==> src/rtl/mvb_sched_pkg.sv <==
// Shared definitions for the MVB round-robin FIFO write scheduler.
//   sched_state_t : scheduler FSM states (IDLE, LOCKED)
//   chan_w()      : width of a channel index, never less than 1 bit
//   rot_prio()    : rotate-priority search used by the round-robin picker
package mvb_sched_pkg;

    typedef enum logic {
        IDLE   = 1'b0,
        LOCKED = 1'b1
    } sched_state_t;

    // Upper bound on CHANNELS; sizes the rotate-priority search window.
    localparam int MAX_CHANNELS = 16;

    function automatic int chan_w(input int channels);
        return (channels > 1) ? $clog2(channels) : 1;
    endfunction

    // dbl holds the request vector concatenated with itself, so reading n bits
    // upward from ptr is a rotation without any modulo arithmetic. Returns the
    // offset from ptr of the first set bit, or n when nothing is requested.
    function automatic logic [4:0] rot_prio(input logic [2*MAX_CHANNELS-1:0] dbl,
                                            input logic [4:0]                ptr,
                                            input int                        n);
        logic [4:0] off;
        logic       found;
        off   = 5'(n);
        found = 1'b0;
        for (int i = 0; i < MAX_CHANNELS; i++) begin
            // ptr <= 15 and i <= 15, so the 5-bit index cannot wrap.
            if (!found && (i < n) && dbl[ptr + 5'(i)]) begin
                off   = 5'(i);
                found = 1'b1;
            end
        end
        return off;
    endfunction

endpackage

==> src/rtl/rr_pick.sv <==
// Combinational round-robin selector.
//   REQ : per-channel request vector
//   PTR : highest-priority channel for this pick
//   ANY : at least one request is present
//   IDX : first requesting channel at or above PTR, wrapping; don't-care when !ANY
module rr_pick
    import mvb_sched_pkg::*;
#(
    parameter  int CHANNELS = 4,
    localparam int CW       = chan_w(CHANNELS)
) (
    input  logic [CHANNELS-1:0] REQ,
    input  logic [CW-1:0]       PTR,
    output logic                ANY,
    output logic [CW-1:0]       IDX
);

    logic [2*MAX_CHANNELS-1:0] dbl;
    logic [4:0]                off;
    logic [5:0]                sum;

    // NOTE: every output of a combinational block gets a default at the top,
    // otherwise a missed branch holds its old value and infers a latch.
    always_comb begin
        dbl                  = '0;
        dbl[2*CHANNELS-1:0]  = {REQ, REQ};
        off                  = rot_prio(dbl, 5'(PTR), CHANNELS);
        ANY                  = |REQ;
        // PTR + off < 2*CHANNELS, so a single conditional subtract is the modulo.
        sum = 6'(PTR) + 6'(off);
        if (sum >= 6'(CHANNELS)) begin
            sum = sum - 6'(CHANNELS);
        end
        IDX = CW'(sum);
    end

endmodule

==> src/rtl/mvb_fifo_rr_sched.sv <==
// Round-robin scheduler sharing one FIFO write port between CHANNELS MVB-style
// single-item requesters. A channel is granted for up to MAX_BURST items, then
// the pointer moves past it; every grant switch costs one IDLE cycle.
//   CLK, RST_N  : clock, asynchronous active-low reset
//   ENABLE      : per-channel eligibility mask (quasi-static)
//   RX_DATA     : channel i item at [i*DATA_WIDTH +: DATA_WIDTH]
//   RX_SRC_RDY  : per-channel item valid
//   RX_DST_RDY  : per-channel accept (only the granted channel, only in LOCKED)
//   TX_DATA     : registered item for the FIFO write port
//   TX_CHAN     : source channel of TX_DATA
//   TX_SRC_RDY  : output valid (FIFO WR_EN)
//   TX_DST_RDY  : FIFO can accept (!WR_FULL)
//   BUSY        : high while a channel is granted
// An item held in the output register when RST_N asserts is dropped.
module mvb_fifo_rr_sched
    import mvb_sched_pkg::*;
#(
    parameter  int CHANNELS   = 4,
    parameter  int DATA_WIDTH = 64,
    parameter  int MAX_BURST  = 8,
    localparam int CW         = chan_w(CHANNELS)
) (
    input  logic                           CLK,
    input  logic                           RST_N,
    input  logic [CHANNELS-1:0]            ENABLE,
    input  logic [CHANNELS*DATA_WIDTH-1:0] RX_DATA,
    input  logic [CHANNELS-1:0]            RX_SRC_RDY,
    output logic [CHANNELS-1:0]            RX_DST_RDY,
    output logic [DATA_WIDTH-1:0]          TX_DATA,
    output logic [CW-1:0]                  TX_CHAN,
    output logic                           TX_SRC_RDY,
    input  logic                           TX_DST_RDY,
    output logic                           BUSY
);

    localparam logic [7:0]    LAST_CNT = 8'(MAX_BURST - 1);
    localparam logic [CW-1:0] LAST_CH  = CW'(CHANNELS - 1);

    sched_state_t        state_q, state_d;
    logic [CW-1:0]       grant_q, grant_d;
    logic [CW-1:0]       ptr_q, ptr_d;
    logic [7:0]          cnt_q, cnt_d;
    logic [CW-1:0]       pick_idx;
    logic [CW-1:0]       grant_next;
    logic                pick_any;
    logic                out_free;
    logic                accept_g;
    logic                xfer;
    logic [CHANNELS-1:0] eligible;
    logic [DATA_WIDTH-1:0] rx_item [CHANNELS];

    for (genvar i = 0; i < CHANNELS; i++) begin : g_unpack
        assign rx_item[i] = RX_DATA[i*DATA_WIDTH +: DATA_WIDTH];
    end

    assign eligible   = ENABLE & RX_SRC_RDY;
    // The output register can take a new item if it is empty or being drained now.
    assign out_free   = !TX_SRC_RDY || TX_DST_RDY;
    assign grant_next = (grant_q == LAST_CH) ? '0 : grant_q + CW'(1);
    assign BUSY       = (state_q == LOCKED);

    rr_pick #(
        .CHANNELS(CHANNELS)
    ) u_pick (
        .REQ(eligible),
        .PTR(ptr_q),
        .ANY(pick_any),
        .IDX(pick_idx)
    );

    always_comb begin
        state_d    = state_q;
        grant_d    = grant_q;
        ptr_d      = ptr_q;
        cnt_d      = cnt_q;
        RX_DST_RDY = '0;
        accept_g   = 1'b0;
        xfer       = 1'b0;
        case (state_q)
            IDLE: begin
                // Arbitration cycle only: the grant is registered, nothing moves.
                if (pick_any) begin
                    grant_d = pick_idx;
                    cnt_d   = '0;
                    state_d = LOCKED;
                end
            end
            LOCKED: begin
                accept_g            = out_free && ENABLE[grant_q];
                RX_DST_RDY[grant_q] = accept_g;
                xfer                = accept_g && RX_SRC_RDY[grant_q];
                if (xfer) begin
                    cnt_d = cnt_q + 8'd1;
                end
                // A dropped request releases even while the output is stalled;
                // a disabled channel releases without transferring.
                if (!ENABLE[grant_q] || !RX_SRC_RDY[grant_q] ||
                    (xfer && (cnt_q == LAST_CNT))) begin
                    state_d = IDLE;
                    ptr_d   = grant_next;
                end
            end
            default: state_d = IDLE;
        endcase
    end

    // NOTE: sequential state is updated with non-blocking assignments only, so
    // every register samples the pre-edge values of the others.
    always_ff @(posedge CLK or negedge RST_N) begin
        if (!RST_N) begin
            state_q <= IDLE;
            grant_q <= '0;
            ptr_q   <= '0;
            cnt_q   <= '0;
        end else begin
            state_q <= state_d;
            grant_q <= grant_d;
            ptr_q   <= ptr_d;
            cnt_q   <= cnt_d;
        end
    end

    // NOTE: the data register is reset too, because TX_DATA is an observable
    // output that must read zero after reset, not only a qualified datapath.
    always_ff @(posedge CLK or negedge RST_N) begin
        if (!RST_N) begin
            TX_DATA    <= '0;
            TX_CHAN    <= '0;
            TX_SRC_RDY <= 1'b0;
        end else if (xfer) begin
            // Load wins over unload, keeping one item per cycle in a burst.
            TX_DATA    <= rx_item[grant_q];
            TX_CHAN    <= grant_q;
            TX_SRC_RDY <= 1'b1;
        end else if (TX_DST_RDY) begin
            TX_SRC_RDY <= 1'b0;
        end
    end

endmodule

==> config.mk <==
export PLATFORM = sky130hd
export DESIGN_NAME = mvb_fifo_rr_sched
export DESIGN_NICKNAME = d
export VERILOG_FILES = /design/src/rtl/mvb_sched_pkg.sv /design/src/rtl/rr_pick.sv /design/src/rtl/mvb_fifo_rr_sched.sv
export SDC_FILE = /design/constraint.sdc
export NUM_CORES = 1
export LEC_CHECK = 0
export CAP_MARGIN = 30
export CORE_AREA = 2 2 130 132
export CTS_BUF_LIST = sky130_fd_sc_hd__clkbuf_16
export DETAILED_ROUTE_END_ITERATION = 7
export DIE_AREA = 0 0 132 134
export HOLD_SLACK_MARGIN = 0.08
export PLACE_DENSITY = 0.75
export SKIP_CTS_REPAIR_TIMING = 1
export SLEW_MARGIN = 20
export SYNTH_ARGS = -nofsm -noshare
export SYNTH_HDL_FRONTEND = slang
export SYNTH_SLANG_ARGS = --single-unit
export TNS_END_PERCENT = 10
==> constraint.sdc <==
create_clock -name CLK -period 5.3 [get_ports CLK]
set_input_delay 0.53 -clock CLK [delete_from_list [all_inputs] [get_ports CLK]]
set_output_delay 0.53 -clock CLK [all_outputs]
set_load 0.03 [all_outputs]
==> flow_summary.rst, run 1 <==
.. list-table::
   :header-rows: 1

   * - Metric
     - Value
   * - Arrival time reported for the critical path endpoint
     - 3.10 ns
   * - Boundary Pins
     - 339
   * - Headroom to the max-slew limit
     - 0.420
   * - Avg Vias per Cell
     - 4.95
   * - Synthesized cell area
     - 0.00492 mm^2
   * - Data required time of the worst path
     - 4.77 ns
   * - Port buffer count
     - 338
   * - Number of routed nets with antenna violations
     - 0
   * - Worst-case vdd ir drop
     - 275 uV
   * - Global-route wire length before repair
     - 26,700 um
   * - Post-Route WL
     - 17,100 um
   * - Endpoint of the lowest-slack register-to-register path
     - TX_DATA[39]
   * - Sequential-to-total area share from yosys stat
     - 0.407
   * - Result of the run
     - finished, final reports clean
   * - Antenna violations before repair
     - 1
   * - Final count of pins violating max slew
     - 0
   * - Congestion Overflow GR
     - 0
   * - Final instance area
     - 0.00879 mm^2
   * - Number of standard-cell rows in the floorplan
     - 47
   * - Number of synthesized register bits
     - 80
   * - Total number of vias
     - 4,362
   * - H-tree Lvls
     - 3
   * - Post-synthesis net count
     - 600
   * - Count of nets after finishing
     - 928
   * - Total placed instance area
     - 0.00848 mm^2
   * - Cells after Synth
     - 327
   * - Reg-to-reg startpoint
     - grant_q[0]
   * - Pin count of the biggest net entering global routing
     - 81
   * - Deepest clock path buffer count
     - 2
   * - Placeable core region
     - 0.0163 mm^2
   * - Ratio of cells with drive above 1 in the final layout
     - 0.232
   * - Number of sinks on the clock net
     - 80
   * - Number of maximum-capacitance violations
     - 0
   * - Latest clock arrival within the worst-skew pair
     - 0.33 ns
   * - Actual slew at the worst max-slew pin
     - 0.870 ns
   * - Reg2reg setup slack
     - 2.28 ns
   * - Clock period minus worst slack
     - 3.63 ns
   * - Area fraction of the dominant cell type after synthesis
     - 0.407
   * - Crit path launch
     - grant_q[0]
   * - Aggregate negative setup slack
     - 0 ns
   * - Starting DRC count in detailed routing
     - 204
   * - Wire length per cell
     - 19.4 um
   * - Aggregate global-route resource usage
     - 0.194
   * - Final setup violation count
     - 0
   * - Worst setup path end
     - RX_DST_RDY[0]
   * - Startpoint types
     - flip-flop
   * - Cells on worst reg2reg path
     - 5
   * - Die Width
     - 132 um
   * - Kind of path behind the tightest hold check
     - input port to async pin
   * - Maximum clock frequency
     - 0.276 GHz
   * - Final period utilization
     - 0.684
   * - Final RePlAce weighted congestion
     - 0.910
   * - RSZ-0062 raised after global routing
     - false
   * - HPWL after detailed placement
     - 13,900 um
   * - Initial core utilization
     - 0.302
   * - Classification of the worst setup path
     - flip-flop to output pin
   * - Layout Area Growth over Synthesis
     - 78.6%
   * - Die area
     - 0.0177 mm^2
   * - Endpoint class of the critical path
     - output pin
   * - Worst clock skew
     - 0.00507 ns
   * - Number of distinct library cell variants in the gate-level netlist after synthesis
     - 37
   * - Clock-pin slew reported for the worst setup and hold paths after clock tree synthesis
     - 0.06 ns
   * - DR DRC count
     - 0
   * - Iteration count of the initial detailed-routing pass
     - 4
   * - Peak fanout along the critical path
     - 37
   * - Clock tree from TritonCTS
     - built
   * - Leakage component of the power
     - 3.35 nW
   * - Power density relative to cell area
     - 507 mW/mm^2
   * - Most area-consuming cells after synthesis
     - dfrtp_1 (41%), mux4_2 (30%), mux2_2 (15%), ha_1 (1.5%), buf_2 (1.4%)
   * - Cell taking the most area after synthesis
     - dfrtp_1
   * - Warnings, synthesis
     - 0
   * - Final hold violations
     - 0
   * - Via count of the first global-routing pass
     - 4,944
   * - Number of buffers added by the clock tree synthesis step
     - 9
   * - Overall die height
     - 134 um
   * - Mean cell area of the mapped netlist
     - 15.1 um^2
   * - Clock tree root buffer cell
     - clkbuf_16
## flip-flops by register name, summed over array words and instances (netlist names)
| name | count |
|---|---|
| TX_DATA | 64 |
| cnt_q | 8 |
| TX_CHAN | 2 |
| grant_q | 2 |
| ptr_q | 2 |
| BUSY | 1 |
| TX_SRC_RDY | 1 |
## worst max-delay path: stages (launching register included)
cell and delay, ns:
dfrtp_4 0.86, buf_4 0.67, inv_1 0.20, ha_1 0.24, and2_1 0.13, clkdlybuf4s50_1 0.60
## cell usage after synthesis
cell,instances
o311a_1,1
and3_1,2
and2_0,1
buf_4,3
nand4_4,1
a21oi_1,1
nor3_1,5
buf_1,2
or3_1,2
nand3_1,6
and2_1,6
a2111oi_0,2
o221ai_1,1
dfrtp_1,80
a31oi_1,1
mux2_2,66
a211o_1,1
o21bai_1,1
o21ai_1,1
xor2_1,1
nor3_2,1
o2111a_1,2
nand4_1,2
mux4_2,66
ha_1,6
a311oi_1,1
clkbuf_1,6
inv_1,6
buf_2,14
nand2b_1,1
nor2_1,6
o21ai_0,7
nand2_1,16
xnor2_1,3
o31ai_1,2
o211ai_1,3
nor4_1,1
## worst min-delay path by stage
stage | from | endpoint | slack (ns)
global placement | TX_CHAN[1] | TX_CHAN[1] | 0.47
finish | RST_N | TX_DATA[44] | 0.22
CTS | RST_N | TX_DATA[44] | 0.40
detailed placement | TX_CHAN[1] | TX_CHAN[1] | 0.48
floorplan | RST_N | BUSY | 0.23
global route | RST_N | TX_DATA[44] | 0.29
## metal layers
layer | GRT usage | share of wire
met3 | 0.0401 | 0.059
met4 | 0.0713 | 0.024
met2 | 0.345 | 0.53
met1 | 0.232 | 0.39
met5 | 0 | 0
## per-stage QoR
step	setup slack (ns)	utilization	std cells	hold slack (ns)	power [mW]
floorplan	3.16	-	327	0.234	2.86
global placement	2.03	0.521	863	0.468	3.84
detailed placement	1.95	0.521	863	0.484	3.90
CTS	1.57	0.538	879	0.404	4.51
global route	1.42	0.540	881	0.292	4.71
finish	1.67	0.540	881	0.225	4.46
## placed cells by master (no fill, tap or decap), types with 3 or more instances in the layout
cell             Yosys  final
dfrtp_1             80     78
nor2_1               6      6
nand3_1              6      6
clkdlybuf4s50_1      0    337
o211ai_1             3      3
xnor2_1              3      3
mux4_2              66     66
nand2_1             16     16
buf_4                3      3
o21ai_0              7      7
mux2_2              66     66
nor3_1               5      5
inv_1                6      8
and2_1               6      6
ha_1                 6      6
clkbuf_16            0      9
## logic make-up (layout without fill, tap and decap cells)
kind of cell               count (synthesis)  count (layout)  synth area share
AOI/OAI and AO/OA                         24              24            0.0351
xor gates and xnor gates                   4               4           0.00712
adders and majority gates                  6               6            0.0153
buffers and inverters                     31             364            0.0295
DFF                                       80              80             0.407
muxes                                    132             132             0.453
other                                      0               1                 0
and+or+nand+nor                           50              50            0.0534
## report_power, final
group | internal, mW | switching (mW)
logic | 1.43 | 1.23
registers | 0.909 | 0.298
clock network | 0.356 | 0.233
## area by class of cell
| cell class | instances | area, um^2 |
|---|---|---|
| Fill cell | 1396 | 7500 |
| Inverter | 6 | 22.5 |
| Multi-Input combinational cell | 216 | 2780 |
| Antenna cell | 1 | 2.50 |
| Clock inverter | 7 | 55.1 |
| Tap cell | 220 | 275 |
| Sequential cell | 80 | 2010 |
| Clock buffer | 9 | 225 |
| Timing Repair Buffer | 342 | 3430 |
(Power assumes the default switching activity.)
==> inputs of run 2 (changes only) <==
CORE_AREA = default   (was 2 2 130 132)
CORE_ASPECT_RATIO = 0.7   (was default)
CORE_MARGIN = 2   (was default)
CORE_UTILIZATION = 33   (was default)
DIE_AREA = default   (was 0 0 132 134)
PLACE_DENSITY = 0.83   (was 0.75)
clock period = 3.1 ns   (was 5.3 ns; I/O delays follow)
==> run 2 against run 1 <==
Compared with the run above:
- sequential cell count unchanged
- count of clock-buffer cells in the layout unchanged
- cell area increased by 0.17%
- combinational power increased by 80%
==> flow_summary.rst, run 2 (synthesized netlist as in run 1, its figures left out) <==
.. list-table::
   :header-rows: 1

   * - Metric
     - Value
   * - Result of the run
     - finished, final reports clean (unchanged)
   * - Arrival time reported for the critical path endpoint
     - 2.37 ns (was 3.10 ns)
   * - Actual slew at the worst max-slew pin
     - 0.681 ns (was 0.870 ns)
   * - Register name with the most flops
     - TX_DATA (unchanged)
   * - Wire length per cell
     - 19.2 um (was 19.4 um)
   * - Largest registers
     - TX_DATA: 64 flops, cnt_q: 8 flops (unchanged)
   * - RSZ-0062 raised after global routing
     - false (unchanged)
   * - Maximum clock frequency
     - 0.372 GHz
   * - Post-Route WL
     - 16,500 um (was 17,100 um)
   * - Port buffer count
     - 338 (unchanged)
   * - Peak fanout along the critical path
     - 8 (was 37)
   * - HPWL after detailed placement
     - 13,500 um (was 13,900 um)
   * - Initial core utilization
     - 0.336 (was 0.302)
   * - Endpoint class of the critical path
     - output pin (unchanged)
   * - Crit path launch
     - grant_q[0] (unchanged)
   * - Antenna violations before repair
     - 0 (was 1)
   * - Total placed instance area
     - 0.00852 mm^2 (was 0.00848 mm^2)
   * - Final setup violation count
     - 0 (unchanged)
   * - Reg-to-reg startpoint
     - grant_q[0] (unchanged)
   * - Endpoint of the lowest-slack register-to-register path
     - TX_DATA[53] (was TX_DATA[39])
   * - Clock tree root buffer cell
     - clkbuf_16 (unchanged)
   * - Crit path buf inv count
     - 1 (was 3)
   * - Count of nets after finishing
     - 932 (was 928)
   * - Total number of vias
     - 4,323 (was 4,362)
   * - Via count of the first global-routing pass
     - 4,596 (was 4,944)
   * - Commonest cells after routing, fill and taps aside
     - clkdlybuf4s50_1 (337), dfrtp_1 (78), mux4_2 (66), mux2_2 (66), nand2_1 (16) (unchanged)
   * - Slowest cell on the critical path
     - clkdlybuf4s50_1 (was dfrtp_4)
   * - Number of placed instances, taps included
     - 842 (was 863)
   * - Boundary Pins
     - 339 (unchanged)
   * - Clock tree from TritonCTS
     - built (unchanged)
   * - Worst setup path end
     - RX_DST_RDY[2] (was RX_DST_RDY[0])
   * - Final hold violations
     - 0 (unchanged)
   * - Largest stage delay on the critical path
     - 0.59 ns (was 0.86 ns)
   * - Number of maximum-capacitance violations
     - 0 (unchanged)
   * - Headroom to the max-slew limit
     - 0.544 (was 0.420)
   * - Clock period minus worst slack
     - 2.68 ns
   * - Die Width
     - 150 um (was 132 um)
   * - Number of routed nets with antenna violations
     - 0 (unchanged)
   * - Final period utilization
     - 0.866
   * - Final RePlAce weighted congestion
     - 0.807 (was 0.910)
   * - Pin count of the biggest net entering global routing
     - 46 (was 81)
   * - Crit path cell chain
     - mux4_2 > and3_1 > and2_1 > clkdlybuf4s50_1 (was buf_4 > inv_1 > ha_1 > and2_1 > clkdlybuf4s50_1)
   * - Latest clock arrival within the worst-skew pair
     - 0.33 ns (about the same)
   * - Startpoint types
     - flip-flop (unchanged)
   * - Final count of pins violating max slew
     - 0 (unchanged)
   * - Cell count along the critical path
     - 4 (was 5)
   * - Clock-pin slew reported for the worst setup and hold paths after clock tree synthesis
     - 0.05 ns (was 0.06 ns)
   * - Global-route wire length before repair
     - 24,700 um (was 26,700 um)
   * - Leakage component of the power
     - 3.37 nW (was 3.35 nW)
   * - Data required time of the worst path
     - 2.79 ns (was 4.77 ns)
   * - Cells on worst reg2reg path
     - 4 (was 5)
   * - Overall die height
     - 106 um (was 134 um)
   * - Congestion Overflow GR
     - 0 (unchanged)
   * - Worst-case vdd ir drop
     - 397 uV (was 275 uV)
   * - Reg2reg setup slack
     - 0.94 ns (was 2.28 ns)
   * - Ratio of cells with drive above 1 in the final layout
     - 0.239 (was 0.232)
   * - Number of standard-cell rows in the floorplan
     - 37 (was 47)
   * - Commonest non-fill, non-tap cell in the layout
     - clkdlybuf4s50_1 (unchanged)
   * - Kind of path behind the tightest hold check
     - flip-flop to flip-flop (was input port to async pin)
   * - Number of buffers added by the clock tree synthesis step
     - 9 (unchanged)
   * - Starting DRC count in detailed routing
     - 168 (was 204)
   * - Number of antenna cells inserted
     - 0 (was 1)
   * - Post-route insts no fill
     - 857 (was 881)
   * - Worst clock skew
     - 0.00676 ns (was 0.00507 ns)
   * - H-tree Lvls
     - 3 (unchanged)
   * - Number of flip-flops in the largest register
     - 64 (unchanged)
   * - Power density relative to cell area
     - 869 mW/mm^2 (was 507 mW/mm^2)
   * - Deepest clock path buffer count
     - 2 (unchanged)
   * - Number of sinks on the clock net
     - 80 (unchanged)
   * - Classification of the worst setup path
     - flip-flop to output pin (unchanged)
   * - Layout Area Growth over Synthesis
     - 78.9% (was 78.6%)
   * - Placeable core region
     - 0.0146 mm^2 (was 0.0163 mm^2)
   * - Avg Vias per Cell
     - 5.04 (was 4.95)
   * - Aggregate negative setup slack
     - 0 ns (unchanged)
   * - DR DRC count
     - 0 (unchanged)
   * - Aggregate global-route resource usage
     - 0.203 (was 0.194)
   * - Final instance area
     - 0.00880 mm^2 (was 0.00879 mm^2)
   * - Die area
     - 0.0159 mm^2 (was 0.0177 mm^2)
   * - Top Family by Delay on Critical Path
     - buffers and inverters (unchanged)
   * - Iteration count of the initial detailed-routing pass
     - 4 (unchanged)
[run 2: layout make-up]
| cell class | instances | area [um^2] |
|---|---|---|
| clock buffer | 9 | 225 |
| clock inverter | 5 | 50.0 |
| fill | 1186 | 5820 |
| inverter | 6 | 22.5 |
| multi-input combinational | 216 | 2780 |
| sequential | 80 | 2010 |
| tap | 195 | 244 |
| timing repair buffer | 346 | 3480 |
[run 2: per-layer routing]
metal,vias to the layer above,track usage,wire (um),part of all wire
li1,1962,-,-,-
met1,2143,0.250,6460,0.39
met2,202,0.362,8510,0.52
met3,16,0.0494,1320,0.080
met4,0,0.0458,181,0.011
met5,-,0,0,0
[run 2: metrics by stage]
stage          setup WS (ns)  power, mW  utilization  hold slack [ns]
6_report               0.415       7.65        0.602            0.484
5_1_grt                0.340       8.07        0.602            0.519
4_1_cts                0.404       7.77        0.601          0.00659
3_5_place_dp           0.522       6.73        0.582            0.365
3_3_place_gp           0.560       6.61        0.582            0.359
2_1_floorplan           1.13       4.89            -           0.0144
[run 2: how the worst min path moves through the flow]
stage / start / to / slack [ns] / cells past startpoint
finish: TX_CHAN[1] / TX_CHAN[1] / 0.48 / 2
global route: TX_DATA[36] / TX_DATA[36] / 0.52 / 1
CTS: RST_N / TX_DATA[5] / 0.007 / 1
detailed placement: RST_N / TX_DATA[5] / 0.36 / 1
global placement: RST_N / TX_DATA[5] / 0.36 / 1
floorplan: RST_N / BUSY / 0.01 / 0
[run 2: power by group]
group	internal [mW]	switching [mW]
Sequential	1.56	0.318
Combinational	2.48	2.29
Clock	0.608	0.388
[run 2: tightest hold or removal path, stage by stage, from the launching register on]
cell,delay (ns)
dfrtp_1,0.34
nand2_1,0.04
o21ai_0,0.06
